File: config.mk
export PLATFORM = sky130hd
export DESIGN_NAME = print_sched_flat
export DESIGN_NICKNAME = d
export VERILOG_FILES = /design/src/rtl/print_sched_if.sv /design/src/rtl/print_sched.sv /design/src/flat_wrapper.sv
export SDC_FILE = /design/constraint.sdc
export NUM_CORES = 1
export LEC_CHECK = 0
export ABC_CLOCK_PERIOD_IN_PS = 4830
export BUFFER_PORTS_ARGS = -buffer_cell sky130_fd_sc_hd__buf_2
export CAP_MARGIN = 20
export CORE_ASPECT_RATIO = 1.2
export CORE_MARGIN = 2
export CORE_UTILIZATION = 45
export CTS_CLUSTER_DIAMETER = 50
export CTS_CLUSTER_SIZE = 16
export DETAILED_ROUTE_END_ITERATION = 8
export GPL_TIMING_DRIVEN = 0
export HOLD_SLACK_MARGIN = 0.06
export PLACE_DENSITY = 0.71
export SYNTH_ARGS = -nofsm -noshare
export SYNTH_HDL_FRONTEND = slang
export SYNTH_SLANG_ARGS = --single-unit
File: constraint.sdc
create_clock -name clk -period 4.83 [get_ports clk]
set_input_delay 0.483 -clock clk [delete_from_list [all_inputs] [get_ports clk]]
set_output_delay 0.483 -clock clk [all_outputs]
set_load 0.02 [all_outputs]
File: src/rtl/print_sched_if.sv
// Character-in and byte-transmit handshake bundle for the print scheduler.
// master: the environment (typewriter input path and serial transmitter).
// slave:  the scheduler itself.
interface print_sched_if;
   logic [7:0] char_in;
   logic       char_valid;
   logic       char_ready;
   logic [7:0] tx_byte;
   logic       tx_start;
   logic       tx_done;

   modport master (
      output char_in, char_valid, tx_done,
      input  char_ready, tx_byte, tx_start
   );

   modport slave (
      input  char_in, char_valid, tx_done,
      output char_ready, tx_byte, tx_start
   );
endinterface

File: src/rtl/print_sched.sv
// Print scheduler: buffers typed characters in a circular FIFO and feeds them
// one at a time to a serial byte transmitter. Sends a wake byte after power-up,
// inserts an idle gap after every byte, and breaks lines longer than LINE_LEN.
module print_sched #(
   parameter int DEPTH      = 16,
   parameter int LINE_LEN   = 32,
   parameter int WAKE_DELAY = 50000000,
   parameter int GAP_CYCLES = 2604
) (
   input  logic         clk,
   input  logic         rst_l,
   print_sched_if.slave bus,
   output logic         busy,
   output logic         overflow
);
   localparam int AW = $clog2(DEPTH);
   localparam int CW = $clog2(LINE_LEN + 1);
   localparam int GW = $clog2(GAP_CYCLES + 1);

   localparam logic [25:0]   WAKE_LAST = 26'(WAKE_DELAY - 1);
   localparam logic [GW-1:0] GAP_LAST  = GW'(GAP_CYCLES - 1);
   localparam logic [CW-1:0] COL_MAX   = CW'(LINE_LEN);
   localparam logic [AW:0]   CNT_FULL  = (AW + 1)'(DEPTH);
   localparam logic [7:0]    WAKE_BYTE = 8'hFF;
   localparam logic [7:0]    LF        = 8'h0A;

   typedef enum logic [2:0] {S_WAIT, S_WAKE, S_IDLE, S_SEND, S_NL, S_GAP} state_t;

   state_t        state, state_nx;
   logic [7:0]    mem [DEPTH];
   logic [AW-1:0] wr_ptr, rd_ptr;
   logic [AW:0]   count;
   logic [25:0]   wait_cnt;
   logic [GW-1:0] gap_cnt;
   logic [CW-1:0] col;
   logic [7:0]    tx_byte_q;
   logic          tx_start_q;
   logic [7:0]    head;
   logic          full, pop, push, drop, enter_tx;

   assign head = mem[rd_ptr];
   assign full = (count == CNT_FULL);
   assign pop  = (state == S_SEND) && bus.tx_done;
   // char_ready reflects the pre-pop count, but a slot freed by a pop on the
   // same edge still takes the offered byte, so it is neither lost nor flagged.
   assign push = bus.char_valid && (!full || pop);
   assign drop = bus.char_valid && full && !pop;

   assign bus.char_ready = !full;
   assign bus.tx_byte    = tx_byte_q;
   assign bus.tx_start   = tx_start_q;
   assign busy           = (state != S_IDLE);

   // next-state selection and detection of entry into a transmitting state
   always_comb begin
      state_nx = state;
      enter_tx = 1'b0;
      case (state)
         S_WAIT: if (wait_cnt == WAKE_LAST) state_nx = S_WAKE;
         S_WAKE: if (bus.tx_done) state_nx = S_GAP;
         S_IDLE: begin
            if (count != '0) begin
               if (col == COL_MAX && head != LF) state_nx = S_NL;
               else                              state_nx = S_SEND;
            end
         end
         S_SEND: if (bus.tx_done) state_nx = S_GAP;
         S_NL:   if (bus.tx_done) state_nx = S_GAP;
         S_GAP:  if (gap_cnt == GAP_LAST) state_nx = S_IDLE;
         default: state_nx = S_WAIT;
      endcase
      // transmitting states are only ever entered from another state
      if (state_nx != state &&
          (state_nx == S_WAKE || state_nx == S_SEND || state_nx == S_NL))
         enter_tx = 1'b1;
   end

   // state register
   always_ff @(posedge clk or negedge rst_l) begin
      if (!rst_l) state <= S_WAIT;
      else        state <= state_nx;
   end

   // power-up wait counter and post-byte gap counter
   always_ff @(posedge clk or negedge rst_l) begin
      if (!rst_l) begin
         wait_cnt <= '0;
         gap_cnt  <= '0;
      end else begin
         if (state == S_WAIT) wait_cnt <= wait_cnt + 26'd1;
         if (state == S_GAP)  gap_cnt  <= gap_cnt + GW'(1);
         else                 gap_cnt  <= '0;
      end
   end

   // FIFO storage; contents are meaningless while count is zero
   always_ff @(posedge clk) begin
      if (push) mem[wr_ptr] <= bus.char_in;
   end

   // FIFO pointers, occupancy and sticky overflow
   always_ff @(posedge clk or negedge rst_l) begin
      if (!rst_l) begin
         wr_ptr   <= '0;
         rd_ptr   <= '0;
         count    <= '0;
         overflow <= 1'b0;
      end else begin
         if (push) wr_ptr <= wr_ptr + AW'(1);
         if (pop)  rd_ptr <= rd_ptr + AW'(1);
         case ({push, pop})
            2'b10:   count <= count + (AW + 1)'(1);
            2'b01:   count <= count - (AW + 1)'(1);
            default: count <= count;
         endcase
         if (drop) overflow <= 1'b1;
      end
   end

   // column tracking: updated when a byte completes, not when it starts
   always_ff @(posedge clk or negedge rst_l) begin
      if (!rst_l) begin
         col <= '0;
      end else if (pop) begin
         if (head == LF)         col <= '0;
         else if (col != COL_MAX) col <= col + CW'(1);
      end else if (state == S_NL && bus.tx_done) begin
         col <= '0;
      end
   end

   // transmit byte latched on entry and held; start pulses for one cycle
   always_ff @(posedge clk or negedge rst_l) begin
      if (!rst_l) begin
         tx_byte_q  <= 8'h00;
         tx_start_q <= 1'b0;
      end else begin
         tx_start_q <= enter_tx;
         if (enter_tx) begin
            case (state_nx)
               S_WAKE:  tx_byte_q <= WAKE_BYTE;
               S_NL:    tx_byte_q <= LF;
               default: tx_byte_q <= head;
            endcase
         end
      end
   end
endmodule

File: src/flat_wrapper.sv
// flat-port wrapper written by rule: the top's interface ports become plain ports
module print_sched_flat 
#(
   parameter int DEPTH      = 16,
   parameter int LINE_LEN   = 32,
   parameter int WAKE_DELAY = 50000000,
   parameter int GAP_CYCLES = 2604
)
  (clk, rst_l, busy, overflow, bus_char_in, bus_char_valid, bus_tx_done, bus_char_ready, bus_tx_byte, bus_tx_start);
  print_sched_if bus_i ();
  input  logic clk;
  input  logic rst_l;
  output logic busy;
  output logic overflow;
  input wire logic [$bits(bus_i.char_in)-1:0] bus_char_in;
  input wire logic [$bits(bus_i.char_valid)-1:0] bus_char_valid;
  input wire logic [$bits(bus_i.tx_done)-1:0] bus_tx_done;
  output wire logic [$bits(bus_i.char_ready)-1:0] bus_char_ready;
  output wire logic [$bits(bus_i.tx_byte)-1:0] bus_tx_byte;
  output wire logic [$bits(bus_i.tx_start)-1:0] bus_tx_start;
  assign bus_i.char_in = bus_char_in;
  assign bus_i.char_valid = bus_char_valid;
  assign bus_i.tx_done = bus_tx_done;
  assign bus_char_ready = bus_i.char_ready;
  assign bus_tx_byte = bus_i.tx_byte;
  assign bus_tx_start = bus_i.tx_start;
  print_sched #(.DEPTH(DEPTH), .LINE_LEN(LINE_LEN), .WAKE_DELAY(WAKE_DELAY), .GAP_CYCLES(GAP_CYCLES)) u_core (.clk(clk), .rst_l(rst_l), .bus(bus_i), .busy(busy), .overflow(overflow));
endmodule
Yosys cells after proc, flatten, opt, wreduce, memory -nomap -nowiden --
Memories as Yosys holds them, arrays and structs flattened. Cells that the tools add are included.
Cells by class: shifts and indexed selects 0, bitwise gates (word level) 0, $add $sub $neg 7, magnitude comparators 0, muxes and demuxes 16, equality and inequality tests 20, divide/modulo/power cells 0, reduce and logical (&&, ||, !) cells 18, multiply operators 0
Operators with widths (count):
- 26-bit by 1-bit adder with 26-bit output (second input constant) | 1
- 26-bit == test (second input constant) | 1
- 6-bit two-way mux | 4
- 8-bit one-hot mux with 2 select lines | 1
- 3-bit two-way mux | 5
- 12-bit by 1-bit adder with 12-bit output (second input constant) | 1
- 12-bit == test (second input constant) | 1
- 12-bit two-way mux | 1
- 3-bit one-hot mux with 4 select lines | 1
- 5-bit one-hot mux with 2 select lines | 1
- 3-bit by 2-bit == test with 1-bit output (second input constant) | 3
- 3-bit == test (second input constant) | 3
- 4-bit by 1-bit adder with 4-bit output (second input constant) | 2
- 8-bit by 4-bit == test with 1-bit output (second input constant) | 1
- 8-bit by 4-bit inequality test with 1-bit output (second input constant) | 1
- 1-bit logical AND | 7
- 6-bit by 1-bit adder with 6-bit output (second input constant) | 1
- 3-bit by 1-bit == test with 1-bit output (second input constant) | 2
- 6-bit == test (second input constant) | 1
- 6-bit inequality test (second input constant) | 1
- 5-bit by 1-bit adder with 5-bit output (second input constant) | 1
- 5-bit == test (second input constant) | 1
- 5-bit nonzero test | 1
- 5-bit by 1-bit subtractor with 5-bit output (second input constant) | 1
- other kinds (12) | 18
Word-level totals: bits in registers 70, bits in writable memories 128, word-level logic and storage cells 72, memories 1, bits in latches 0, output and inout port bits 12, bits in read-only memories 0
Memories:
- u_core.mem | depth 16, width 8, read ports 1, clocked after Yosys merged registers in 0, wr ports 1, RTL line print_sched.sv:30 | logic [7:0] mem [DEPTH];

Depth between registers and ports, before layout --
An unclocked memory read counts as a cell.
depth in word-level cells 11, gate-level depth with buffers 16, gate-level depth less buffers 14

Least setup slack after synthesis --
No wires, ideal clock.
path type reg-to-reg, start point register u_core.state[2], end point register u_core.count[4], period minus slack after synthesis 2828 ps, stages on the path, launching flop included 15, setup slack 2002 ps, buffers on the path 2, library setup time 125 ps, arrival time 2703 ps, cells stage by stage dfrtp_1 -> clkbuf_1 -> nand2b_1 -> or2_1 -> nand3_1 -> and2_1 -> clkbuf_1 -> inv_2 -> ha_1 -> ha_1 -> a21o_1 -> a21oi_1 -> xnor2_1 -> nor2_1 -> xor2_1
Between the ends: word-level cells in the longest chain between the ends 6, elaborated cells between the ends (all ways) 8, classes of those cells 3 x eq/ne; 1 x mux; 4 x reduce/logical
Ends and longest elaborated chain:
- start: declaration | RTL line print_sched.sv:29 | state_t state, state_nx;
- start signal: assignment | RTL line print_sched.sv:81 | else state <= state_nx;
- 3-bit by 2-bit == test with 1-bit output * | RTL line print_sched.sv:43 | assign pop = (state == S_SEND) && bus.tx_done;
- 1-bit logical AND * | RTL line print_sched.sv:43
- 1-bit logical OR | RTL line print_sched.sv:46 | assign push = bus.char_valid && (!full || pop);
- 1-bit logical AND | RTL line print_sched.sv:46
- 2-bit by 1-bit == test with 1-bit output or 2-bit == test (tied branches) | RTL line print_sched.sv:111 | case ({push, pop})
- 5-bit one-hot mux with 2 select lines or 2-bit nonzero test (tied branches)
- end signal: assignment | RTL line print_sched.sv:112 | 2'b10: count <= count + (AW + 1)'(1);
- end signal: assignment | RTL line print_sched.sv:113 | 2'b01: count <= count - (AW + 1)'(1);
- end signal: assignment | RTL line print_sched.sv:114 | default: count <= count;
- end: declaration | RTL line print_sched.sv:32 | logic [AW:0] count;
Every way passes the cells marked *; elsewhere a longest branch is shown, timed or not. A chain may end at the register's enable or synchronous reset.

Worst setup path in the final report --
Ends and elaborated chain as after synthesis.

==> flow_metrics.tcl <==
set metrics [dict create \
    yosys.area_share.simple_pct 10.88 \
    whs_ns 0.1577 \
    synth_compound_area_share_pct 5.453 \
    syn_to_final_growth_pct 12.96 \
    ys_ff_latch 198 \
    cts_max_level 4 \
    netSwitchingPower_w 0.001224 \
    cts.path.max_buffers 2 \
    drv_cap 0 \
    drt_iter0_markers 465 \
    power_w 0.004306 \
    path_class "reg2reg" \
    synthFlopType "edfxtp_1" \
    fin_skew_ns 0.008781 \
    fillers 1568 \
    synth_fa_ha_area_share_pct 2.146 \
    firstDrtPassIters 5 \
    synth_xor_area_share_pct 4.630 \
    hold_viol_final 0 \
    seqPwrFrac_pct 49.8 \
    synth_top_family_by_area "simple AND/OR/NAND/NOR gates" \
    antenna_left 0 \
    dr_total_vias 4962 \
    clkSinkCount 198 \
    n_antenna_cell 0 \
    syn_nets 603 \
    worstMarginPinSlew_ns 0.9901 \
    power.leakage_nw 3.597 \
    p_per_area_nw_per_um2 447.8 \
    reg2reg_depth 16 \
    cts_setup_buffers 0 \
    fin_crit_sh_pct 70.38 \
    cts_tree "built" \
    cts_inserted_buffers 17 \
    clk_pin_slew_ns 0.07 \
    grt_pass1_vias 5142 \
    grt_pass1_wl_um 27920 \
    synthArstFlopShare_pct 35.35 \
    hpwl_um 12090 \
    p_int_w 0.003082 \
    insertion_delay_ns 0.44 \
    fin_crit_ns 3.400 \
    wirelength_um 17620 \
    worstHoldPathType "in2async" \
    grt_use_total_pct 18.71 \
    synthMuxAreaShare_pct 8.408 \
    grt_max_degree 71 \
    fmax_mhz 294.2 \
    setup_viol 0 \
    die_y_um 154.7 \
    antenna_found_initial 0 \
    multiInputGateArea_um2 2718 \
    syn_inst 577 \
    io_pins 24 \
    status "finished, final reports clean" \
    clockRootBuffer "clkbuf_16" \
    rsz0062_at_grt "false" \
    setup_tns_ns 0 \
    drive_gt1_share_pct 17.71 \
    chipWidth_um 129.6 \
    r2r-start "u_core.state[2]" \
    yosys_warnings 0 \
    syn_area_um2 8512 \
    clkPwrFrac_pct 32.9 \
    critPathArrivalTime_ns 3.72 \
    synth_edf_count 128 \
    cts_resized 0 \
    synth_cell_types 61 \
    ys_seq_area_share_pct 65.74 \
    dieArea_um2 20040 \
    portBuffers 23 \
    p_comb_share_pct 17.3 \
    ir_worst_vdd_mv 0.2822 \
    initial_utilization_pct 45.47 \
    fin_nets 651 \
    routedWlPerCell_um 19.71 \
    place.gp.congestion 0.8006 \
    r2r_slack_ns 1.43 \
    maxSlewViolCount 0 \
    rows 55 \
    r2r-end "u_core.count[4]" \
    critPathRequiredTime_ns 5.15 \
    avgSynthCellArea_um2 14.75 \
    swShare_pct 28.42 \
    drcViolationCount 0 \
    regArea_um2 5595 \
    drt-vias-per-instance 5.550 \
    core_area_um2 18720 \
    grt-ovfl-total 0 \
    max_slew_margin_pct 33.64 \
    ctsHoldBuffers 0 \
    cp-start-kind "register" \
    critical_path.endpoint_type "register" \
    critPathMaxFanout 10 \
]
-- layer usage --
layer	vias to the layer above	GRT usage [%]	routed length, µm
met5	-	0	0
met4	0	6.349	343
met3	27	4.497	725
met2	126	33.96	9628
met1	2538	21.45	6924
li1	2271	-	-
-- cells in the final DEF, fill, tap and decap left out, types with 17 or more instances in the layout --
cell type | Yosys | layout
mux4_2 | 23 | 23
clkbuf_16 | 0 | 17
nand3_1 | 26 | 26
nand2_1 | 39 | 39
buf_2 | 5 | 29
edfxtp_1 | 128 | 128
xnor2_1 | 29 | 29
dfrtp_1 | 70 | 70
nor2_1 | 31 | 31
-- power groups by stage --
| stage | Combinational, W | Clock [W] | Sequential (W) |
|---|---|---|---|
| floorplan | 0.000465 | 0 | 0.00217 |
| global placement | 0.000674 | 0 | 0.00216 |
| detailed placement | 0.000746 | 0 | 0.00217 |
| CTS | 0.000752 | 0.00144 | 0.00214 |
| global route | 0.000815 | 0.00152 | 0.00216 |
| finish | 0.000745 | 0.00142 | 0.00214 |
-- kinds of logic (layout without fill, tap and decap cells) --
| logic type | Yosys count | after routing |
|---|---|---|
| simple gates | 174 | 174 |
| fa+ha+maj | 14 | 14 |
| flops | 198 | 198 |
| compound gates | 65 | 65 |
| buf+inv | 40 | 101 |
| xor+xnor | 45 | 45 |
| mux | 41 | 41 |
-- worst max path at each step --
stage,from,cells after the start,endpoint
2_1_floorplan,u_core.state[2],14,u_core.count[4]
3_3_place_gp,u_core.state[2],8,u_core.mem[0][1]
3_5_place_dp,u_core.state[2],16,u_core.count[4]
4_1_cts,u_core.state[2],16,u_core.count[4]
5_1_grt,u_core.state[2],16,u_core.count[4]
6_report,u_core.state[2],16,u_core.count[4]
-- cell usage after synthesis, types with 4 or more instances --
cell type	n	area [µm²]
nand4_1	8	50.05
xor2_1	16	140.1
o21ai_0	7	35.03
ha_1	13	162.7
nand2_1	39	146.4
o31ai_1	8	60.06
a22oi_1	7	52.55
nor3_1	7	35.03
dfrtp_1	70	1752
xnor2_1	29	254.0
mux2i_1	16	160.2
inv_1	13	48.80
nor2b_1	5	31.28
mux4_2	23	518.0
clkbuf_1	10	37.54
nor4_1	8	50.05
o21ai_1	5	25.02
a21oi_1	12	60.06
nand3_1	26	130.1
and3_1	16	100.1
nor2_1	31	116.4
edfxtp_1	128	3844
buf_2	5	25.02
a221oi_1	7	61.31
and2_1	8	50.05
or3_1	4	25.02
-- flip-flops by register name, indices dropped and copies added, names as in the netlist --
| name | count |
|---|---|
| u_core.gap_cnt | 12 |
| u_core.state | 3 |
| u_core.bus.tx_start | 1 |
| u_core.bus.tx_byte | 8 |
| u_core.count | 5 |
| u_core.mem | 128 |
| u_core.wr_ptr | 4 |
| u_core.wait_cnt | 26 |
| u_core.rd_ptr | 4 |
| u_core.overflow | 1 |
| u_core.col | 6 |
-- per-stage QoR --
step / setup WS (ns) / util, % / cells / cell area, µm²
finish: 1.430 / 51.37 / 894 / 9615
global route: 1.212 / 51.37 / 894 / 9615
CTS: 1.427 / 51.37 / 894 / 9615
detailed placement: 1.452 / 48.22 / 862 / 9025
global placement: 1.074 / 47.80 / 856 / 8947
floorplan: 2.002 / - / 577 / 8512
-- critical path, stage by stage, from the launching register on --
cell and delay [ns]:
dfrtp_1 0.36, clkbuf_1 0.22, nand2b_1 0.23, or2_1 0.32, nand3_1 0.11, and2_1 0.14
clkbuf_1 0.31, inv_2 0.16, ha_1 0.29, inv_1 0.13, fa_1 0.23, inv_1 0.06
a21o_1 0.16, a21oi_1 0.19, xnor2_1 0.15, nor2_1 0.07, xor2_1 0.15
-- final cells by class --
cell class	count	share of cell area, %
tap	256	3.331
sequential	198	58.19
inverter	16	0.6246
buffer	24	1.809
clock inverter	15	1.718
timing repair buffer	29	1.640
multi-input combinational	339	28.26
clock buffer	17	4.424
No activity file was read; power rests on OpenSTA's default activity.
